===== config.mk =====
export PLATFORM = sky130hd
export DESIGN_NAME = rst_seq
export DESIGN_NICKNAME = d
export VERILOG_FILES = /design/src/rtl/rst_seq_pkg.sv /design/src/rtl/sync_2ff.sv /design/src/rtl/rst_seq.sv
export SDC_FILE = /design/constraint.sdc
export NUM_CORES = 1
export LEC_CHECK = 0
export BUFFER_PORTS_ARGS = -buffer_cell sky130_fd_sc_hd__buf_2
export CAP_MARGIN = 10
export CORE_MARGIN = 1
export CORE_UTILIZATION = 35
export CTS_CLUSTER_SIZE = 20
export DETAILED_ROUTE_END_ITERATION = 10
export PLACE_DENSITY = 0.6
export SYNTH_ARGS = -nofsm -noshare
export SYNTH_HDL_FRONTEND = slang
export SYNTH_HIERARCHICAL = 1
export SYNTH_SLANG_ARGS = --single-unit

===== constraint.sdc =====
create_clock -name clk_100M -period 2.6 [get_ports clk_100M]
set_input_delay 0.65 -clock clk_100M [delete_from_list [all_inputs] [get_ports clk_100M]]
set_output_delay 0.65 -clock clk_100M [all_outputs]
set_load 0.01 [all_outputs]

===== src/rtl/rst_seq_pkg.sv =====
// Purpose: shared state encoding, link filter length and release decode helpers for rst_seq.
// Latency: n/a (types, constants and pure functions only).
// Backpressure: n/a.
package rst_seq_pkg;

  typedef logic [3:0] state_t;

  localparam state_t IDLE      = 4'd0;
  localparam state_t ADC_WAIT  = 4'd1;
  localparam state_t DDC_GAP   = 4'd2;
  localparam state_t SRIO_GAP  = 4'd3;
  localparam state_t SRIO_WAIT = 4'd4;
  localparam state_t RUN       = 4'd5;
  localparam state_t RETRY     = 4'd6;
  localparam state_t HOLD      = 4'd7;
  localparam state_t FAULT     = 4'd8;

  // Consecutive link-down cycles in RUN before the SRIO stage is recycled.
  localparam int LINK_FILT   = 1024;
  localparam int LINK_FILT_W = $clog2(LINK_FILT);

  // Stage enables decoded from a state. Each stage is only released in states
  // where every earlier stage is also released, which is what keeps the
  // ADC -> DDC -> SRIO ordering invariant true by construction.
  function automatic logic adc_on(input state_t s);
    return s inside {ADC_WAIT, DDC_GAP, SRIO_GAP, SRIO_WAIT, RUN};
  endfunction

  function automatic logic ddc_on(input state_t s);
    return s inside {SRIO_GAP, SRIO_WAIT, RUN};
  endfunction

  function automatic logic srio_on(input state_t s);
    return s inside {SRIO_WAIT, RUN};
  endfunction

endpackage


===== src/rtl/sync_2ff.sv =====
// Purpose: two-flop synchroniser for a single level signal, reset to 0.
// Latency: 2 clk_100M cycles from pin to q.
// Backpressure: none; level signal, no handshake.
module sync_2ff (
  input  logic clk_100M,
  input  logic rst_n,
  input  logic d,
  output logic q
);

  logic meta;

  // Two-stage capture; the first flop may go metastable and is never used directly.
  always_ff @(posedge clk_100M or negedge rst_n) begin
    if (!rst_n) begin
      meta <= 1'b0;
      q    <= 1'b0;
    end else begin
      meta <= d;
      q    <= meta;
    end
  end

endmodule


===== src/rtl/rst_seq.sv =====
// Purpose: ordered ADC -> DDC -> SRIO reset release with timeouts, retries and status; RST_SEQ_RELINK_EN adds SRIO re-release after link loss.
// Latency: all outputs registered; ready inputs pass a 2-flop synchroniser before the FSM sees them.
// Backpressure: none; adc_cal_done/srio_link_up are level ready handshakes, soft_rst is a one-cycle pulse.
module rst_seq
  import rst_seq_pkg::*;
#(
  parameter int unsigned STAGE_GAP = 1000,
  parameter int unsigned ADC_TMO   = 10_000_000,
  parameter int unsigned SRIO_TMO  = 100_000_000,
  parameter int unsigned HOLD_CYC  = 1000,
  parameter int unsigned MAX_RETRY = 3,
  parameter int unsigned CNT_W     = 27
) (
  input  logic       clk_100M,
  input  logic       rst_n,
  input  logic       soft_rst,
  input  logic       adc_cal_done,
  input  logic       srio_link_up,
  output logic       rst_adc_n,
  output logic       rst_ddc_n,
  output logic       rst_srio_n,
  output logic       seq_done,
  output logic       fault,
  output logic [1:0] retry_cnt,
  output logic       link_lost
);

  localparam logic [CNT_W-1:0] GAP_LAST  = CNT_W'(STAGE_GAP - 1);
  localparam logic [CNT_W-1:0] ADC_LAST  = CNT_W'(ADC_TMO - 1);
  localparam logic [CNT_W-1:0] SRIO_LAST = CNT_W'(SRIO_TMO - 1);
  localparam logic [CNT_W-1:0] HOLD_LAST = CNT_W'(HOLD_CYC - 1);
  localparam logic [1:0]       RETRY_MAX = 2'(MAX_RETRY);

  logic             adc_cal_done_s;
  logic             srio_link_up_s;
  state_t           state;
  state_t           state_nxt;
  logic [CNT_W-1:0] tmr;
  logic [1:0]       retry_nxt;
  logic             lost_set;

  sync_2ff u_sync_adc (
    .clk_100M (clk_100M),
    .rst_n    (rst_n),
    .d        (adc_cal_done),
    .q        (adc_cal_done_s)
  );

  sync_2ff u_sync_srio (
    .clk_100M (clk_100M),
    .rst_n    (rst_n),
    .d        (srio_link_up),
    .q        (srio_link_up_s)
  );

`ifdef RST_SEQ_RELINK_EN
  localparam logic [LINK_FILT_W-1:0] FILT_LAST = LINK_FILT_W'(LINK_FILT - 1);

  logic [LINK_FILT_W-1:0] filt_cnt;

  // Count consecutive link-down cycles in RUN; any up cycle or leaving RUN restarts the count.
  always_ff @(posedge clk_100M or negedge rst_n) begin
    if (!rst_n) begin
      filt_cnt <= '0;
    end else if (state == RUN && !srio_link_up_s && filt_cnt != FILT_LAST) begin
      filt_cnt <= filt_cnt + 1'b1;
    end else begin
      filt_cnt <= '0;
    end
  end
`endif

  // Next-state and retry bookkeeping; ready beats timeout, soft_rst beats everything.
  always_comb begin
    state_nxt = state;
    retry_nxt = retry_cnt;
    lost_set  = 1'b0;
    case (state)
      IDLE: begin
        if (tmr == GAP_LAST) state_nxt = ADC_WAIT;
      end
      ADC_WAIT: begin
        if (adc_cal_done_s)        state_nxt = DDC_GAP;
        else if (tmr == ADC_LAST)  state_nxt = RETRY;
      end
      DDC_GAP: begin
        if (tmr == GAP_LAST) state_nxt = SRIO_GAP;
      end
      SRIO_GAP: begin
        if (tmr == GAP_LAST) state_nxt = SRIO_WAIT;
      end
      SRIO_WAIT: begin
        if (srio_link_up_s)        state_nxt = RUN;
        else if (tmr == SRIO_LAST) state_nxt = RETRY;
      end
      RETRY: begin
        if (retry_cnt == RETRY_MAX) begin
          state_nxt = FAULT;
        end else begin
          retry_nxt = retry_cnt + 2'd1;
          state_nxt = HOLD;
        end
      end
      HOLD: begin
        if (tmr == HOLD_LAST) state_nxt = ADC_WAIT;
      end
      RUN: begin
`ifdef RST_SEQ_RELINK_EN
        // Only a sustained outage counts; SRIO alone is recycled, retries untouched.
        if (!srio_link_up_s && filt_cnt == FILT_LAST) begin
          lost_set  = 1'b1;
          state_nxt = SRIO_GAP;
        end
`else
        if (!srio_link_up_s) lost_set = 1'b1;
`endif
      end
      FAULT: begin
        state_nxt = FAULT;
      end
      default: begin
        state_nxt = IDLE;
      end
    endcase
    if (soft_rst) begin
      state_nxt = HOLD;
      retry_nxt = 2'd0;
    end
  end

  // State and shared timer; the timer restarts on every transition and on soft_rst
  // (soft_rst in HOLD must still restart the full hold window).
  always_ff @(posedge clk_100M or negedge rst_n) begin
    if (!rst_n) begin
      state <= IDLE;
      tmr   <= '0;
    end else begin
      state <= state_nxt;
      if (state_nxt != state || soft_rst) tmr <= '0;
      else                                tmr <= tmr + CNT_W'(1);
    end
  end

  // Outputs decoded from the next state so each change lands on the transition edge.
  always_ff @(posedge clk_100M or negedge rst_n) begin
    if (!rst_n) begin
      rst_adc_n  <= 1'b0;
      rst_ddc_n  <= 1'b0;
      rst_srio_n <= 1'b0;
      seq_done   <= 1'b0;
      fault      <= 1'b0;
      retry_cnt  <= 2'd0;
      link_lost  <= 1'b0;
    end else begin
      rst_adc_n  <= adc_on(state_nxt);
      rst_ddc_n  <= ddc_on(state_nxt);
      rst_srio_n <= srio_on(state_nxt);
      seq_done   <= (state_nxt == RUN);
      fault      <= (state_nxt == FAULT);
      retry_cnt  <= retry_nxt;
      link_lost  <= link_lost | lost_set;
    end
  end

endmodule

* Yosys cells after proc, flatten, opt, wreduce, memory -nomap -nowiden *
Index checks and enable logic that the tools add are counted.

storage, ports and cells
  output and inout port bits = 8
  word-level logic and storage cells = 60
  register bits after elaboration = 43
  input port bits = 5

operators by class
  reduce and logical (&&, ||, !) cells = 8
  bitwise operators = 1
  equality and inequality tests = 20
  $add $sub $neg = 2
  multiplexer cells = 16

operator list
  kind                                                               number
  4-bit 2-to-1 mux                                                   9
  4-bit one-hot mux with 8 select lines                              1
  27-bit by 1-bit adder with 27-bit output, second input constant    1
  27-bit by 10-bit == test with 1-bit output, second input constant  1
  27-bit by 24-bit == test with 1-bit output, second input constant  1
  27-bit == test, second input constant                              1
  27-bit 2-to-1 mux                                                  1
  4-bit by 3-bit == test with 1-bit output, second input constant    6
  4-bit by 2-bit == test with 1-bit output, second input constant    4
  4-bit by 1-bit == test with 1-bit output, second input constant    2
  4-bit == test, second input constant                               2
  2-bit 2-to-1 mux                                                   3
  5-bit nonzero test                                                 1
  4-bit zero test                                                    1
  4-bit != test                                                      1
  2-bit nonzero test                                                 2
  3-bit nonzero test                                                 1
  2-bit by 1-bit adder with 2-bit output, second input constant      1
  2-bit == test, second input constant                               1
  1-bit 2-to-1 mux                                                   2
  2-bit != test, second input constant                               1
  2-bit AND reduction                                                1
  2-bit OR reduction                                                 1
  1-bit logical OR                                                   1
  1-bit bitwise OR                                                   1

* Depth between registers and ports, before layout *
Gate-level depths: netlist of the first run.

  depth in word-level cells = 8
  depth in mapped cells = 9
  mapped depth without buffers = 8

* Cells and area by module *
Netlist of the first run, hierarchy kept.

modules (own cells, without submodules)
  module    area each (sq um)  cells an instance  instances  seq. area each (sq um)
  rst_seq   2,148.3            218                1          975.9
  sync_2ff  50.0               2                  2          50.0

* Worst setup path after synthesis of the first run *
Ideal clock, no wire load.

  kind = register to register
  from = register tmr[7]
  to = register tmr[22]
  buffers on the path = 1
  setup time = 119 ps
  data required time = 2,481 ps
  setup slack = 325 ps
  stages on the path, launching flop included = 9
  period minus slack after synthesis = 2,275 ps
  arrival time = 2,156 ps
  cell sequence = dfrtp_1 or4b_1 nor4_2 a41oi_1 o21ai_1 a211oi_1 o211ai_4 buf_8 nor2_2

on the way
  longest elaborated chain between the ends = 8
  elaborated cells between the ends (all ways) = 16
  classes of those cells = add/sub (1); eq/ne (4); mux (10); reduce/logical (1)

ends and longest elaborated chain
  element                                                                       line                          text
  start, declared                                                               rst_seq.sv:38                 logic [CNT_W-1:0] tmr;
  start signal, assigned                                                        rst_seq.sv:140                else tmr <= tmr + CNT_W'(1);
  27-bit == test or 27-bit by 24-bit == test with 1-bit output (tied branches)  rst_seq.sv:94, rst_seq.sv:84
  4-bit 2-to-1 mux (on tied branches)                                           rst_seq.sv:94, rst_seq.sv:84
  4-bit 2-to-1 mux (on tied branches)                                           rst_seq.sv:93, rst_seq.sv:83
  4-bit one-hot mux with 8 select lines                                         rst_seq.sv:78                 case (state)
  4-bit 2-to-1 mux                                                              rst_seq.sv:125                if (soft_rst) begin
  4-bit != test                                                                 rst_seq.sv:139                if (state_nxt != state || soft_rst) tmr <= '0;
  1-bit logical OR                                                              rst_seq.sv:139
  27-bit 2-to-1 mux *                                                           rst_seq.sv:139

Every way passes the cells marked *; elsewhere a longest branch is shown, timed or not.
A chain may end at the register's enable or synchronous reset.

* Final worst setup path of the first run *
  from = register tmr[7]
  to = register tmr[26]

Same word-level chain as after synthesis.

==> results of run 1 <==
[layout make-up]
type / count / area (sq um)
fillers: 599 / 3530
multi-input cells: 168 / 1110
flip-flops and latches: 43 / 1080
repair buffers: 22 / 148
well taps: 75 / 93.8
clock buffers: 6 / 72.6
inverters: 4 / 15.0
clock inverters: 2 / 12.5
[power by group]
group	switching [mW]	internal [mW]
clock	0.224	0.188
combinational	0.0354	0.0173
sequential	0.00654	0.677
[worst max path at each step]
stage                     startpoint  slack, ps  depth (start not counted)  endpoint
after global routing          tmr[7]         10                          8    tmr[5]
after floorplan               tmr[7]        320                          8   tmr[22]
final                         tmr[7]        150                          8   tmr[26]
after CTS                     tmr[7]        120                          8    tmr[5]
after detailed placement      tmr[7]        140                          8    tmr[2]
after global placement        tmr[7]        110                          8    tmr[4]
[through the flow]
step / util, % / instances / setup slack [ps] / area [sq um]
final: 41.8 / 320 / 153 / 2530
after floorplan: - / 222 / 325 / 2250
after CTS: 41.7 / 320 / 118 / 2520
after global placement: 40.3 / 312 / 111 / 2440
after global routing: 41.8 / 320 / 13.3 / 2530
after detailed placement: 40.3 / 312 / 144 / 2440
[layer usage]
| metal | vias up | wire length, um |
|---|---|---|
| met5 | - | 0 |
| met4 | 0 | 113 |
| met3 | 10 | 172 |
| met2 | 33 | 1900 |
| met1 | 789 | 2210 |
| li1 | 820 | - |
[flip-flops by register name, indices dropped and copies added (netlist names)]
signal            flops
fault                 1
tmr                  27
rst_adc_n             1
u_sync_srio/q         1
u_sync_adc/q          1
seq_done              1
link_lost             1
u_sync_adc/meta       1
u_sync_srio/meta      1
state                 4
retry_cnt             2
rst_ddc_n             1
rst_srio_n            1
[synth_stat cells, types with 3 or more instances]
library cell | n | area [sq um]
nor4_1 | 4 | 25.0
nor2_1 | 20 | 75.1
clkbuf_1 | 3 | 11.3
nor3_1 | 7 | 35.0
nand4_1 | 8 | 50.1
and2_1 | 4 | 25.0
inv_1 | 4 | 15.0
nand3_1 | 18 | 90.1
nand2_1 | 13 | 48.8
nand2b_1 | 3 | 18.8
and3_1 | 7 | 43.8
dfrtp_1 | 43 | 1080
xor2_1 | 21 | 184
a21oi_1 | 3 | 15.0
xnor2_1 | 5 | 43.8
nor2_2 | 20 | 125
[kinds of logic (layout without fill, tap and decap cells)]
kind of cell    count (synthesis)  after routing  share of synthesized area (%)
buf+inv                        11             34                           2.89
mux                             3              3                           1.39
flops                          43             43                           47.9
compound gates                 17             17                           6.01
fa+ha+maj                       2              2                           1.11
simple gates                  120            120                           30.6
xor+xnor                       26             26                           10.1
[critical path: stages, from the launching register on]
cell      delay (ps)
dfrtp_1          440
or4b_1           560
nor4_2           320
a41oi_2          210
o21ai_1          160
a211oi_1         120
o211ai_4         210
buf_12           220
nor2_1            70
[what timing repair did]
item,CTS,global route
setup endpoints to repair,0,25
hold buffers,0,0
resized for setup,0,1
setup buffers,0,0
==> results.json, run 1 <==
{
  "synth_cells": 222,
  "grtUsageMet2_pct": 22.3,
  "final_hold_viol_count": 0,
  "core.rowCount": 28,
  "worstPathArrival_ps": 2630,
  "grt_pass1_wl_um": 7680,
  "yosys.cell_types.count": 46,
  "rsz0062_at_grt": "no",
  "portBuffers": 12,
  "timing.rr.end": "tmr[26]",
  "root_buffer": "clkbuf_8",
  "ios": 13,
  "yosysWarningCount": 6,
  "start_util_pct": 37.1,
  "min_period_ps": 2450,
  "globalplace.congestion": 0.800,
  "htree_levels": 2,
  "clk_pin_slew_ps": 80,
  "final_cell_mix": "dfrtp_1, xor2_1, nor2_1, nor2_2, nand3_1",
  "cts_tree": "built",
  "setup_tns_ps": 0,
  "final_common_cell": "dfrtp_1",
  "r2r_cells": 8,
  "nNetsFinal": 251,
  "ir_drop_uv": 269,
  "hold-worst-slack_ps": 341,
  "drc_errors": 0,
  "grt_pass1_vias": 1624,
  "use_met3_pct": 3.85,
  "via_per_inst": 5.16,
  "area_growth_pct": 12.6,
  "routed_wl_um": 4400,
  "grt_max_degree": 28,
  "async_reset_ff_share_pct": 100,
  "r2r_start": "tmr[7]",
  "dpl.hpwl_um": 3220,
  "ant_nets": 0,
  "num_antenna_cells": 0,
  "worst_pin_slew_ps": 582,
  "ys_seq_elements": 43,
  "synth-edff-count": 0,
  "clock_skew_ps": 4.36,
  "netlist_area_sq_um": 2250,
  "drv_slew": 0,
  "grt-ovfl-total": 0,
  "grt_antenna_before_repair": 0,
  "post-route-period-util_pct": 94.1,
  "fp.dieW_um": 82.2,
  "busiest_layer": "met2",
  "slew_headroom_pct": 61.2,
  "via_count": 1652,
  "coreArea_sq_um": 6060,
  "worstPathRequired_ps": 2780,
  "yosysSeqAreaShare_pct": 47.9,
  "crit_type": "flop to flop",
  "power.total_mw": 1.15,
  "syn_avg_cell_area_sq_um": 10.1,
  "start_kind": "flop",
  "clock-sinks": 43,
  "drive_above_1_share_pct": 24.1,
  "cts_made_buffers": 5,
  "clkLatencyLatePin_ps": 300,
  "path_max_fanout": 27,
  "clock_path_buffers": 2,
  "drv_cap": 0,
  "track_usage_pct": 15.3,
  "synth_nets": 229,
  "fp.dieArea_sq_um": 6750,
  "wire_per_inst_um": 13.7,
  "grtUsageMet1_pct": 21.5,
  "fmax_mhz": 409,
  "status": "complete, no violations",
  "fp.dieH_um": 82.2,
  "p_per_area_nw_per_um2": 453,
  "synth-main-ff-cell": "dfrtp_1",
  "drtIter0Drc": 95,
  "setup_viol_count_final": 0,
  "dr.pass1.iters": 4,
  "leakagePower_nw": 1.08,
  "hold_class": "input pin to asynchronous set/reset pin",
  "reg2reg_slack_ps": 150,
  "end_kind": "flop"
}
Power figures use the tool's default switching activity.
==> inputs of run 2 (changes only) <==
--- a/config.mk
+++ b/config.mk
@@ -9,6 +9,7 @@
 export CAP_MARGIN = 10
 export CORE_MARGIN = 1
 export CORE_UTILIZATION = 35
+export CTS_BUF_LIST = sky130_fd_sc_hd__clkbuf_4
 export CTS_CLUSTER_SIZE = 20
 export DETAILED_ROUTE_END_ITERATION = 10
 export PLACE_DENSITY = 0.6
==> results.json, run 2 (synthesis results as in run 1) <==
{
  "clock_path_buffers": 2,
  "clk_pin_slew_ps": 120,
  "ir_drop_uv": 268,
  "drtIter0Drc": 95,
  "crit_slowest_cell": "or4b_1",
  "wire_per_inst_um": 13.7,
  "power.total_mw": 1.06,
  "worst_pin_slew_ps": 579,
  "globalplace.congestion": 0.800,
  "cts_tree": "built",
  "num_antenna_cells": 0,
  "ios": 13,
  "hold-worst-slack_ps": 272,
  "htree_levels": 2,
  "cts_made_buffers": 5,
  "setup_tns_ps": 0,
  "start_kind": "flop",
  "clock_skew_ps": 6.74,
  "area_growth_pct": 11.4,
  "dpl.hpwl_um": 3220,
  "crit_type": "flop to flop",
  "r2r_start": "tmr[7]",
  "clock-sinks": 43,
  "cpLargestDelayFamily": "simple AND/OR/NAND/NOR gates",
  "track_usage_pct": 15.3,
  "core.rowCount": 28,
  "via_count": 1654,
  "slew_headroom_pct": 61.4,
  "nNetsFinal": 251,
  "grt_pass1_vias": 1624,
  "root_buffer": "clkbuf_4",
  "ant_nets": 0,
  "rsz0062_at_grt": "no",
  "critical_path.startpoint": "tmr[7]",
  "placed_cell_area_sq_um": 2440,
  "grt_pass1_wl_um": 7670,
  "fmax_mhz": 408,
  "min_period_ps": 2450,
  "drv_cap": 0,
  "start_util_pct": 37.1,
  "cp_num_buf_inv": 1,
  "reg_top3": "tmr: 27 flops, state: 4 flops, retry_cnt: 2 flops",
  "fp.dieArea_sq_um": 6750,
  "final_common_cell": "dfrtp_1",
  "via_per_inst": 5.17,
  "end_kind": "flop",
  "portBuffers": 12,
  "largest_register": "tmr",
  "timing.rr.end": "tmr[26]",
  "layout_setup_ws_ps": 147,
  "grt_antenna_before_repair": 0,
  "worstPathArrival_ps": 2700,
  "reg2reg_slack_ps": 150,
  "leakagePower_nw": 1.07,
  "grt-ovfl-total": 0,
  "fp.dieW_um": 82.2,
  "final_hold_viol_count": 0,
  "coreArea_sq_um": 6060,
  "drive_above_1_share_pct": 24.5,
  "p_per_area_nw_per_um2": 425,
  "hold_class": "input pin to asynchronous set/reset pin",
  "drv_slew": 0,
  "largest_reg_flops": 27,
  "clkLatencyLatePin_ps": 350,
  "dr.pass1.iters": 4,
  "fp.dieH_um": 82.2,
  "worstPathRequired_ps": 2850,
  "grt_max_degree": 28,
  "fillCellCount": 602,
  "routed_wl_um": 4370,
  "r2r_cells": 8,
  "final_cell_mix": "dfrtp_1, xor2_1, nor2_1, nor2_2, nand3_1",
  "post-route-cell-area_sq_um": 2500,
  "place_ws_ps": 144,
  "setup_viol_count_final": 0,
  "post-route-period-util_pct": 94.4,
  "max_stage_delay_ps": 560,
  "path_max_fanout": 27,
  "status": "complete, no violations",
  "drc_errors": 0,
  "path_cells": "or4b_1, nor4_2, a41oi_2, o21ai_1, a211oi_1, o211ai_4, buf_12, nor2_1",
  "post-cts-setup-buffer-count": 0
}
-- run 2: cell counts in the layout (fill, tap and decap cells not counted) --
No cell type changed its count.
-- run 2: stage by stage --
| stage | utilization (%) | instances |
|---|---|---|
| 6_report | 41.3 | 320 |
| 5_1_grt | 41.3 | 320 |
| 4_1_cts | 41.2 | 320 |
| 3_5_place_dp | 40.3 | 312 |
| 3_3_place_gp | 40.3 | 312 |
| 2_1_floorplan | - | 222 |
-- run 2: worst max-delay path by stage --
| stage | endpoint | slack [ps] | cells after the start |
|---|---|---|---|
| floorplan | tmr[22] | 320 | 8 |
| global placement | tmr[4] | 110 | 8 |
| detailed placement | tmr[2] | 140 | 8 |
| CTS | tmr[5] | 110 | 8 |
| global route | tmr[5] | 8 | 8 |
| finish | tmr[26] | 150 | 8 |
-- run 2: layout make-up --
class / count / area, sq um / share of cell area, %
Clock inverter: 2 / 12.5 / 0.500
Tap cell: 75 / 93.8 / 3.75
Sequential cell: 43 / 1080 / 43.0
Inverter: 4 / 15.0 / 0.599
Clock buffer: 6 / 45.0 / 1.80
Multi-Input combinational cell: 168 / 1110 / 44.5
Timing Repair Buffer: 22 / 148 / 5.89
-- run 2: per-layer routing --
| layer | vias to the layer above | track usage (%) | routed length, um |
|---|---|---|---|
| met2 | 36 | 22.3 | 1900 |
| li1 | 818 | - | - |
| met5 | - | 0 | 0 |
| met3 | 10 | 3.52 | 155 |
| met4 | 0 | 6.49 | 112 |
| met1 | 790 | 21.5 | 2200 |
-- run 2: where the power goes --
part | internal, mW | total, mW | switching [mW]
Clock | 0.115 | 0.328 | 0.213
Sequential | 0.677 | 0.684 | 0.00662
Combinational | 0.0173 | 0.0527 | 0.0354
Total | 0.810 | 1.06 | 0.255
-- run 2: what timing repair did --
item | in CTS | in global routing
hold buffers | 0 | 0
endpoints found under the setup margin | 0 | 26
resized for setup | 0 | 1
-- run 2: worst reg2reg max path, stage by stage (launching register included) --
cell and delay (ps):
dfrtp_1 450, or4b_1 560, nor4_2 320, a41oi_2 210
o21ai_1 160, a211oi_1 120, o211ai_4 210, buf_12 230
nor2_1 90
==> inputs of run 3 (changes only) <==
--- a/config.mk
+++ b/config.mk
@@ -12,7 +12,7 @@
 export CTS_BUF_LIST = sky130_fd_sc_hd__clkbuf_4
 export CTS_CLUSTER_SIZE = 20
 export DETAILED_ROUTE_END_ITERATION = 10
-export PLACE_DENSITY = 0.6
+export PLACE_DENSITY = 0.62
 export SYNTH_ARGS = -nofsm -noshare
 export SYNTH_HDL_FRONTEND = slang
 export SYNTH_HIERARCHICAL = 1
==> constraint.sdc (replaced) <==
create_clock -name clk_100M -period 2.2 [get_ports clk_100M]
set_input_delay 0.55 -clock clk_100M [delete_from_list [all_inputs] [get_ports clk_100M]]
set_output_delay 0.55 -clock clk_100M [all_outputs]
set_load 0.01 [all_outputs]
==> results.json, run 3 (synthesis results as in run 1) <==
{
  "status": "finished, violations left",
  "grt_antenna_before_repair": 0,
  "cts_made_buffers": 5,
  "grt-ovfl-total": 0,
  "area_growth_pct": 31.7,
  "path_max_fanout": 19,
  "htree_levels": 2,
  "fp.dieH_um": 82.2,
  "drc_errors": 0,
  "nNetsFinal": 288,
  "crit_type": "flop to flop",
  "fmax_mhz": 440,
  "hold_class": "input pin to asynchronous set/reset pin",
  "clock_path_buffers": 2,
  "seqCellArea_sq_um": 1080,
  "cts_tree": "built",
  "track_usage_pct": 17.0,
  "worstPathRequired_ps": 2470,
  "start_kind": "flop",
  "drtIter0Drc": 58,
  "worstPathArrival_ps": 2540,
  "min_period_ps": 2270,
  "path_cells": "or4b_4, nor4_4, a41oi_2, o21ai_1, a211oi_1, o211ai_4, buf_12, nor2_1",
  "dpl.hpwl_um": 3510,
  "post-route-period-util_pct": 103,
  "grt_max_degree": 44,
  "drv_cap": 0,
  "clk_pin_slew_ps": 130,
  "reg_top3": "tmr: 27 flops, state: 4 flops, retry_cnt: 2 flops",
  "worst_pin_slew_ps": 555,
  "setup_tns_ps": -1460,
  "coreArea_sq_um": 6060,
  "violations": "setup timing",
  "dr.pass1.iters": 4,
  "crit_slowest_cell": "or4b_4",
  "fillCellCount": 567,
  "slew_headroom_pct": 63.0,
  "fp.dieW_um": 82.2,
  "end_kind": "flop",
  "p_per_area_nw_per_um2": 469,
  "via_per_inst": 5.00,
  "multi_input_area_sq_um": 1260,
  "via_count": 1785,
  "grt_pass1_wl_um": 8390,
  "final_hold_viol_count": 0,
  "final_cell_mix": "buf_4, dfrtp_1, xor2_1, nor2_2",
  "fin_cells": 357,
  "ios": 13,
  "start_util_pct": 37.1,
  "largest_register": "tmr",
  "placed_cells": 344,
  "clkLatencyLatePin_ps": 360,
  "ant_nets": 0,
  "setup_viol_count_final": 28,
  "largest_reg_flops": 27,
  "max_stage_delay_ps": 500,
  "clock-sinks": 43,
  "clock_skew_ps": 12.4,
  "grt_pass1_vias": 1808,
  "drive_above_1_share_pct": 41.5,
  "core.rowCount": 28,
  "ir_drop_uv": 331,
  "routed_wl_um": 5100,
  "root_buffer": "clkbuf_4",
  "layout_setup_ws_ps": -73.7,
  "num_antenna_cells": 0,
  "rsz0062_at_grt": "yes",
  "r2r_cells": 8,
  "globalplace.congestion": 0.857,
  "wire_per_inst_um": 14.3,
  "place_ws_ps": -201,
  "leakagePower_nw": 1.30,
  "drv_slew": 0,
  "portBuffers": 12,
  "fp.dieArea_sq_um": 6750,
  "final_common_cell": "buf_4"
}
run 3: through the flow:
stage / area [sq um] / utilization, % / power, mW / hold slack (ps)
4_1_cts: 2810 / 46.4 / 1.40 / 254
5_1_grt: 2960 / 48.8 / 1.45 / 256
3_5_place_dp: 2690 / 44.3 / 0.896 / 336
2_1_floorplan: 2260 / - / 0.858 / 254
3_3_place_gp: 2690 / 44.3 / 0.895 / 334
6_report: 2960 / 48.8 / 1.39 / 244
run 3: report_power, final:
part           switching (mW)  total [mW]  internal, mW
clock                   0.266       0.500         0.234
sequential            0.00765       0.808         0.801
combinational          0.0477      0.0790        0.0313
total                   0.321        1.39          1.07
run 3: per-layer routing:
metal | track usage [%] | wire length (um) | vias up
li1 | - | - | 889
met1 | 22.1 | 2490 | 871
met2 | 27.8 | 2430 | 18
met3 | 3.96 | 106 | 7
met4 | 5.79 | 74 | 0
met5 | 0 | 0 | -
run 3: worst paths after layout:
kind,from,endpoint,slack (ps)
max,tmr[11],tmr[2],-70
min,rst_n,tmr[10],240
max reg2reg,tmr[11],tmr[2],-70
min reg2reg,u_sync_srio/meta,u_sync_srio/q,370
max in group asynchronous,rst_n,tmr[4],1560
min in group clk_100M,adc_cal_done,u_sync_adc/meta,280
run 3: area by class of cell:
cell class | instances | share of cell area, %
flip-flops and latches | 43 | 36.4
multi-input cells | 168 | 42.7
clock inverters | 3 | 1.31
inverters | 4 | 0.507
clock buffers | 5 | 1.27
well taps | 75 | 3.17
repair buffers | 59 | 14.6
run 3: what timing repair did:
action / in CTS / in global routing
cloned: 0 / 0
endpoints found under the setup margin: 32 / 31
pin swaps: 3 / 9
hold endpoints to repair: 0 / 0
setup buffers: 0 / 6
gates resized for setup: 12 / 20
hold buffers: 0 / 0
run 3: worst max-delay path, delay by kind of cell, from the launching register on:
family | cells | cell delay [ps]
and+or+nand+nor | 3 | 780
AOI/OAI and AO/OA | 4 | 730
DFF | 1 | 460
buffers and inverters | 1 | 200
